<file path="src/rtl/memory_writeback_stage.sv">
// -----------------------------------------------------------------------------
// memory_writeback_stage
//
// Writeback pipeline stage built as a two-entry skid buffer (head + skid).
// Each accepted entry picks its writeback value (memory load data or ALU
// result) and records the destination register, write enable and
// next-instruction flag. Entries leave in acceptance order.
//
// Parameters:
//   DATA_W  writeback data width (default 16)
//   REG_AW  destination register address width (default 4)
//
// Ports:
//   clk            clock, all state updates on the rising edge
//   rst            asynchronous active-high reset
//   flush          discard all held entries (and the entry offered this cycle)
//   in_valid       upstream entry present
//   in_ready       stage can accept (registered)
//   in_wbs         writeback select: 1 = in_mem_data, 0 = in_calc_data
//   in_mem_data    memory load data
//   in_calc_data   ALU result
//   in_ni          next-instruction flag
//   in_rd          destination register
//   in_we          register write enable
//   out_valid      head entry present
//   out_ready      register file accepts head entry
//   out_wb_data    head writeback data (holds last value while idle)
//   out_rd         head destination register (holds last value while idle)
//   out_we         head write enable, gated by out_valid
//   out_ni         head next-instruction flag (holds last value while idle)
//
// Optional feature (macro MEMORY_WRITEBACK_FORWARD_EN):
//   fwd_valid      out_valid && head write enable
//   fwd_rd         head destination register
//   fwd_data       head writeback data
// -----------------------------------------------------------------------------
module memory_writeback_stage #(
  parameter int unsigned DATA_W = 16,
  parameter int unsigned REG_AW = 4
) (
  input  logic              clk,
  input  logic              rst,
  input  logic              flush,
  input  logic              in_valid,
  output logic              in_ready,
  input  logic              in_wbs,
  input  logic [DATA_W-1:0] in_mem_data,
  input  logic [DATA_W-1:0] in_calc_data,
  input  logic              in_ni,
  input  logic [REG_AW-1:0] in_rd,
  input  logic              in_we,
  output logic              out_valid,
  input  logic              out_ready,
  output logic [DATA_W-1:0] out_wb_data,
  output logic [REG_AW-1:0] out_rd,
  output logic              out_we,
  output logic              out_ni
`ifdef MEMORY_WRITEBACK_FORWARD_EN
  ,
  output logic              fwd_valid,
  output logic [REG_AW-1:0] fwd_rd,
  output logic [DATA_W-1:0] fwd_data
`endif
);

  typedef enum logic [1:0] {
    EMPTY,
    ONE,
    TWO
  } state_t;

  state_t state;

  logic              valid_q;
  logic              ready_q;

  logic [DATA_W-1:0] head_data;
  logic [REG_AW-1:0] head_rd;
  logic              head_we;
  logic              head_ni;

  logic [DATA_W-1:0] skid_data;
  logic [REG_AW-1:0] skid_rd;
  logic              skid_we;
  logic              skid_ni;

  logic              accept;
  logic              release_head;
  logic [DATA_W-1:0] cap_data;
  logic              cap_we;

  always_comb begin
    accept       = in_valid && ready_q;
    release_head = valid_q && out_ready;
    cap_data     = in_wbs ? in_mem_data : in_calc_data;
    // Register 0 is never written, so its enable is dropped at capture.
    cap_we       = in_we && (in_rd != '0);
  end

  // Head fields are only overwritten when a new entry becomes head, so they
  // keep their last value after the stage drains or is flushed.
  always_ff @(posedge clk or posedge rst) begin
    if (rst) begin
      state     <= EMPTY;
      valid_q   <= 1'b0;
      ready_q   <= 1'b1;
      head_data <= '0;
      head_rd   <= '0;
      head_we   <= 1'b0;
      head_ni   <= 1'b0;
      skid_data <= '0;
      skid_rd   <= '0;
      skid_we   <= 1'b0;
      skid_ni   <= 1'b0;
    end else if (flush) begin
      state   <= EMPTY;
      valid_q <= 1'b0;
      ready_q <= 1'b1;
    end else begin
      case (state)
        EMPTY: begin
          if (accept) begin
            head_data <= cap_data;
            head_rd   <= in_rd;
            head_we   <= cap_we;
            head_ni   <= in_ni;
            valid_q   <= 1'b1;
            state     <= ONE;
          end
        end
        ONE: begin
          case ({accept, release_head})
            2'b11: begin
              head_data <= cap_data;
              head_rd   <= in_rd;
              head_we   <= cap_we;
              head_ni   <= in_ni;
            end
            2'b10: begin
              skid_data <= cap_data;
              skid_rd   <= in_rd;
              skid_we   <= cap_we;
              skid_ni   <= in_ni;
              ready_q   <= 1'b0;
              state     <= TWO;
            end
            2'b01: begin
              valid_q <= 1'b0;
              state   <= EMPTY;
            end
            default: ;
          endcase
        end
        TWO: begin
          // in_ready is low here, so release is the only possible event.
          if (release_head) begin
            head_data <= skid_data;
            head_rd   <= skid_rd;
            head_we   <= skid_we;
            head_ni   <= skid_ni;
            ready_q   <= 1'b1;
            state     <= ONE;
          end
        end
        default: begin
          valid_q <= 1'b0;
          ready_q <= 1'b1;
          state   <= EMPTY;
        end
      endcase
    end
  end

  always_comb begin
    in_ready    = ready_q;
    out_valid   = valid_q;
    out_wb_data = head_data;
    out_rd      = head_rd;
    out_ni      = head_ni;
    out_we      = valid_q && head_we;
  end

`ifdef MEMORY_WRITEBACK_FORWARD_EN
  always_comb begin
    fwd_valid = valid_q && head_we;
    fwd_rd    = head_rd;
    fwd_data  = head_data;
  end
`endif

endmodule

</file>
<file path="config.mk">
export PLATFORM = sky130hd
export DESIGN_NAME = memory_writeback_stage
export DESIGN_NICKNAME = d
export VERILOG_FILES = /design/src/rtl/memory_writeback_stage.sv
export SDC_FILE = /design/constraint.sdc
export NUM_CORES = 1
export LEC_CHECK = 0
export CAP_MARGIN = 20
export CORE_MARGIN = 3
export CORE_UTILIZATION = 48
export DETAILED_ROUTE_END_ITERATION = 7
export GPL_ROUTABILITY_DRIVEN = 0
export PLACE_DENSITY_LB_ADDON = 0.2
export SYNTH_ARGS = -nofsm -noshare
export SYNTH_HDL_FRONTEND = slang
export SYNTH_SLANG_ARGS = --single-unit
</file>
<file path="constraint.sdc">
create_clock -name clk -period 2.1 [get_ports clk]
set_input_delay 0.42 -clock clk [delete_from_list [all_inputs] [get_ports clk]]
set_output_delay 0.42 -clock clk [all_outputs]
set_load 0.1 [all_outputs]
</file>
==> summary.md, run 1 <==
| Metric | Value |
|---|---|
| Share of the synthesized netlist area taken by xor and xnor gates | `0` |
| Slew at the pin closest to its max-slew limit | `0.363 ns` |
| Post-layout worst setup margin | `0.253 ns` |
| Critical Path Source Type | `primary input` |
| Count of instances resized after the clock tree is built | `0` |
| Result of the run | `finished clean` |
| Async S/R FF share, synth | `1.00` |
| Net count of the finished layout | `287` |
| Half-perimeter wire length after placement | `3930 µm` |
| Final number of hold-violating endpoints | `0` |
| Adder and majority gate portion of the synthesized area | `0` |
| Gr usage total | `0.190` |
| Type of the worst setup path | `in -> reg` |
| Most utilized layer in the global route result | `met2` |
| Met3 Usage GRT | `0.0510` |
| CTS tree | `built` |
| Final WL | `5280 µm` |
| Average routed wire per standard cell | `17.0 µm` |
| # rows | `25` |
| Number of detailed-route iterations in the first pass | `4` |
| Core Region | `0.00482 mm²` |
| Total leakage power | `1.43 nW` |
| Crit-path slowest cell | `clkdlybuf4s50_1` |
| I/O pin cnt | `68` |
| Antenna violations before repair | `0` |
| Vias | `1639` |
| Post-route ant nets | `0` |
| Global routing usage on met1 | `0.235` |
| Maximum count of clock buffers along a single path | `2` |
| Die ar. | `0.00600 mm²` |
| First-pass GRT wire length | `9110 µm` |
| Layout cells sized above 1 | `0.541` |
| Cell taking the most area after synthesis | `dfrtp_1` |
| Path class of the lowest-slack min-delay path | `in -> async` |
| Largest stage delay on the critical path | `0.60 ns` |
| Crit end category | `flip-flop` |
| Sequential share of the synthesized area | `0.491` |
| Floorplan die height | `77.4 µm` |
| Total number of H-tree levels | `2` |
| Total number of yosys warnings | `0` |
| Post-synth top flop | `dfrtp_1` |
| Effective utilization at floorplan | `0.509` |
| Post-CTS clock slew at the launch and capture registers of the worst setup and hold paths | `0.08 ns` |
| Final core utilization | `0.686` |
| Worst vdd rail ir drop | `0.000774 V` |
| Largest family of logic cells by synthesized area | `multiplexers` |
| Syn nets | `210` |
| Number of setup violations in the final report | `0` |
| Post-placement cell count | `303` |
| Final instance count without filler cells | `311` |
| Port bufs | `67` |
| Relative max-transition margin | `0.758` |
| Syn avg cell area | `14.8 µm²` |
| Number of buffers added to fix hold violations after cts | `0` |
| Max Fanout on Critical Path | `6` |
| Synth Area in Compound Gates | `0.0521` |
| Cell area after technology mapping | `0.00245 mm²` |
| Post-route clock period utilization | `0.879` |
| Worst Skew | `0.0105 ns` |
| Largest net degree at the start of global routing | `34` |
| Crit path DAT | `2.02 ns` |
| Number of sinks on the clock net | `48` |
| Area fraction in and, or, nand and nor cells after synthesis | `0.0337` |
| Number of unique standard cell types used by synthesis | `26` |
| Synth-to-layout area growth | `34.9%` |
| Setup tns final | `0 ns` |
| Final design instance area without fill | `0.00330 mm²` |
| Clock period minus final worst setup slack | `1.85 ns` |
| Total CTS buffers | `5` |
| Top cells by area in the synthesized netlist | `dfrtp_1 48%, mux2_2 35%, mux2_4 3.1%` |
| Antenna diode count | `0` |
| Worst slack at placement | `-0.0440 ns` |
| Unrepaired setup endpoints after global routing | `false` |
| Post-Place Cell Area | `0.00322 mm²` |
| Remaining design rule violation count | `0` |
| Post-CTS setup-driven buffer insertion count | `0` |
| Multiplexer share of the synthesized area | `0.385` |
| Fin Hold WS | `0.426 ns` |
| Fin. max-slew vios | `0` |
| Initial drt markers | `82` |
| Most frequently used cell type in the post-synthesis netlist | `mux2_2` |
| Clock root buffer | `clkbuf_8` |
| Share of the synthesized area in the top cell type | `0.480` |
| Routed vias/inst | `5.27` |
| Pwr/cell area | `1340 mW/mm²` |
| Cell breakdown of the critical path | `clkdlybuf4s50_1 > a21boi_4 > o32ai_4 > buf_4 > mux2_2` |
| Grt ovf | `0` |
| Worst Path Required | `2.27 ns` |
| Post-synthesis instance total | `166` |
| Post-synthesis sequential element count | `48` |
| Leading cell types by count after synthesis | `77 x mux2_2, 47 x dfrtp_1, 6 x buf_6` |
| Global routing usage on met2 | `0.334` |
| Count of flip-flops with a built-in enable after synthesis | `0` |
| Max-cap violation count | `0` |
| DIE WIDTH | `77.4 µm` |
| Total power consumption of the routed design | `4.42 mW` |
| Maximum frequency from static timing analysis | `0.541 GHz` |
| Vias in the first global route | `1855` |
| Worst-skew pair later-pin latency | `0.29 ns` |
## metal layers
metal	share of wire	up-vias
li1	-	767
met4	0.0064	0
met3	0.052	5
met2	0.51	45
met1	0.43	822
met5	0	-
## layout by cell type, fill, tap and decap left out
| cell type | n |
|---|---|
| a211o_1 | 1 |
| a21oi_1 | 3 |
| dfrtp_2 | 1 |
| and2_2 | 1 |
| and4_1 | 1 |
| or2_1 | 1 |
| nand4b_1 | 1 |
| clkbuf_1 | 2 |
| o32ai_4 | 1 |
| a31oi_1 | 1 |
| nand2b_1 | 1 |
| clkbuf_8 | 5 |
| a221oi_1 | 1 |
| mux2_2 | 77 |
| o41a_1 | 1 |
| o21bai_1 | 2 |
| buf_4 | 32 |
| a21o_1 | 1 |
| a21boi_4 | 1 |
| mux2_4 | 5 |
| inv_2 | 1 |
| o32ai_1 | 1 |
| dfrtp_1 | 46 |
| dfstp_2 | 1 |
| and3b_1 | 2 |
| clkdlybuf4s50_1 | 43 |
| clkinv_4 | 1 |
| nand4b_2 | 1 |
| inv_1 | 1 |
| buf_12 | 5 |
| nor2b_1 | 1 |
| nand2_1 | 2 |
## state kept, by name, indices dropped and copies added (netlist names)
signal       flops
head_we          1
in_ready         1
out_ni           1
out_rd           4
out_valid        1
out_wb_data     16
skid_data       16
skid_ni          1
skid_rd          4
skid_we          1
state            2
## critical path: cells and delay by family
kind,cells,cell delay [ns]
muxes,1,0.34
AOI/OAI and AO/OA,2,0.43
buffers and inverters,2,0.82
## cell type report
type	instances	area (µm²)
fill	367	1510
sequential	48	1200
multi-input combinational	106	1150
timing repair buffer	80	771
tap	67	83.8
clock buffer	7	76.3
clock inverter	1	8.76
inverter	2	7.51
## kinds of logic (layout without fill, tap and decap cells)
family,count (synthesis),in the layout
AO/OA/AOI/OAI,13,13
buffers and inverters,12,90
flip-flops,48,48
multiplexers,82,82
AND/OR/NAND/NOR,11,11
## final timing paths
check / startpoint / end / slack, ns / depth (start not counted)
worst min register to register: skid_we / skid_we / 0.51 / 1
min in group clk: skid_we / skid_we / 0.51 / 1
max in group asynchronous: rst / head_we / 1.18 / 3
worst max-delay path: out_ready / head_we / 0.25 / 5
worst max register to register: in_ready / head_we / 0.35 / 4
worst min-delay path: rst / out_wb_data[8] / 0.43 / 2
## where the power goes
group	internal (mW)	switching, mW	leakage, nW
logic	0.755	1.59	0.814
registers	1.32	0.229	0.573
clock network	0.238	0.287	0.0424
total	2.31	2.11	1.43
Power figures use the tool's default switching activity.
==> inputs of run 2 (changes only) <==
Settings changed: ABC_AREA set to 0, CORE_UTILIZATION 48 to 50, CTS_BUF_LIST set to sky130_fd_sc_hd__clkbuf_2 sky130_fd_sc_hd__clkbuf_4 sky130_fd_sc_hd__clkbuf_8.
==> run 2 against run 1 <==
Wire length rose by 2.6%. Combinational power barely moved. Setup slack worse by 0.016 ns. Fmax shrank 0.86%. Die area shrank 3.7%. Non-clock buffer count is 1 lower. Register-to-register slack got worse by 0.03 ns. Worst hold slack worse by 0.036 ns. Utilization rose by 5.7 points. Critical path type unchanged. Critical endpoint is now out_ni.
==> summary.md, run 2 (synthesized netlist as in run 1, its figures left out) <==
| Metric | Value |
|---|---|
| Result of the run | `finished clean` |
| Largest net degree at the start of global routing | `37` |
| Final design instance area without fill | `0.00337 mm²` |
| Type of the worst setup path | `in -> reg` |
| I/O pin cnt | `68` |
| Relative max-transition margin | `0.760` |
| Post-CTS setup-driven buffer insertion count | `0` |
| Worst Skew | `0.00879 ns` |
| Critical Path Source Type | `primary input` |
| Most common library cell in the layout ignoring fill and taps | `mux2_2` |
| Remaining design rule violation count | `0` |
| Total number of H-tree levels | `2` |
| Clock period minus final worst setup slack | `1.86 ns` |
| Final number of hold-violating endpoints | `0` |
| Average routed wire per standard cell | `17.6 µm` |
| Fin. max-slew vios | `0` |
| Number of sinks on the clock net | `48` |
| First-pass GRT wire length | `9320 µm` |
| Port bufs | `67` |
| Worst vdd rail ir drop | `0.000966 V` |
| Post-CTS clock slew at the launch and capture registers of the worst setup and hold paths | `0.09 ns` |
| Pwr/cell area | `1430 mW/mm²` |
| Core Region | `0.00453 mm²` |
| Gr usage total | `0.202` |
| Clock root buffer | `clkbuf_8` |
| Max Fanout on Critical Path | `8` |
| Max-cap violation count | `0` |
| Post-Place Cell Area | `0.00321 mm²` |
| Antenna violations before repair | `0` |
| Crit end category | `flip-flop` |
| Post-placement cell count | `300` |
| Floorplan die height | `76.0 µm` |
| Total CTS buffers | `5` |
| DR WL met3 | `312 µm` |
| Net count of the finished layout | `286` |
| # rows | `24` |
| Post-route clock period utilization | `0.887` |
| Die ar. | `0.00578 mm²` |
| Total leakage power | `1.46 nW` |
| DIE WIDTH | `76.0 µm` |
| Half-perimeter wire length after placement | `4060 µm` |
| Final instance count without filler cells | `308` |
| Worst Path Required | `2.28 ns` |
| Path class of the lowest-slack min-delay path | `in -> async` |
| Effective utilization at floorplan | `0.540` |
| Number of setup violations in the final report | `0` |
| Unrepaired setup endpoints after global routing | `false` |
| Vias | `1667` |
| Crit path DAT | `2.05 ns` |
| Worst-skew pair later-pin latency | `0.30 ns` |
| Synth-to-layout area growth | `37.5%` |
| Vias in the first global route | `1811` |
| Grt ovf | `0` |
| Met2 routed wirelength | `2740 µm` |
| Layout cells sized above 1 | `0.547` |
| Antenna diode count | `0` |
| Count of instances resized after the clock tree is built | `0` |
| Number of buffers added to fix hold violations after cts | `0` |
| Initial drt markers | `154` |
| Post-route ant nets | `0` |
| Number of detailed-route iterations in the first pass | `4` |
| Maximum count of clock buffers along a single path | `2` |
| Routed vias/inst | `5.41` |
| Commonest non-fill, non-tap cells in the layout | `77 x mux2_2, 46 x dfrtp_1, 43 x clkdlybuf4s50_1` |
| Routed metal-1 wirelength | `2270 µm` |
| Fin Hold WS | `0.390 ns` |
| Maximum frequency from static timing analysis | `0.537 GHz` |
| Top layer reached by signal wires | `met4` |
| CTS tree | `built` |
| Final WL | `5420 µm` |
| Slew at the pin closest to its max-slew limit | `0.360 ns` |
[run 2: changes by cell type in the layout (fill, tap and decap cells not counted)]
| cell | before | now |
|---|---|---|
| clkinv_4 | 1 | 0 |
| buf_4 | 32 | 31 |
| bufinv_16 | 0 | 3 |
| clkbuf_1 | 2 | 0 |
[run 2: final cells by class]
type,count,area (µm²)
Clock inverter,3,90.1
Clock buffer,5,68.8
Fill cell,283,1170
Inverter,2,7.51
Multi-Input combinational cell,106,1150
Timing Repair Buffer,79,763
Tap cell,65,81.3
Sequential cell,48,1200
[run 2: layer usage]
metal	global-route usage	vias up
met5	0	-
met4	0.0634	0
met3	0.0697	10
met2	0.334	64
met1	0.249	832
li1	-	761
[run 2: worst max-delay path, stage by stage]
cell and delay [ns]:
clkdlybuf4s50_1 0.64, a21boi_4 0.11, o32ai_4 0.31, buf_4 0.23
mux2_2 0.35
[run 2: final timing paths]
| check | slack [ns] | start | to | cells after the start |
|---|---|---|---|---|
| worst max-delay path | 0.24 | out_ready | out_ni | 5 |
| worst min-delay path | 0.39 | rst | out_valid | 2 |
| worst max register to register | 0.32 | in_ready | out_ni | 4 |
| worst min register to register | 0.51 | skid_rd[0] | skid_rd[0] | 1 |
| max in group asynchronous | 1.22 | rst | out_wb_data[0] | 3 |
| min in group clk | 0.51 | skid_rd[0] | skid_rd[0] | 1 |
[run 2: power by group]
group	internal, mW	total, mW	leakage, nW	switching [mW]
clock network	0.595	0.909	0.0784	0.314
registers	1.32	1.55	0.573	0.233
logic	0.753	2.35	0.813	1.60
total	2.67	4.81	1.46	2.15
[run 2: stage by stage]
step | setup slack [ns] | util | total power [mW] | setup TNS, ns
floorplan | 0.0152 | - | 3.35 | 0
global placement | -0.0155 | 0.708 | 3.85 | -0.138
detailed placement | -0.0824 | 0.708 | 3.94 | -2.04
CTS | 0.242 | 0.743 | 4.84 | 0
global route | 0.200 | 0.743 | 5.01 | 0
finish | 0.237 | 0.743 | 4.81 | 0
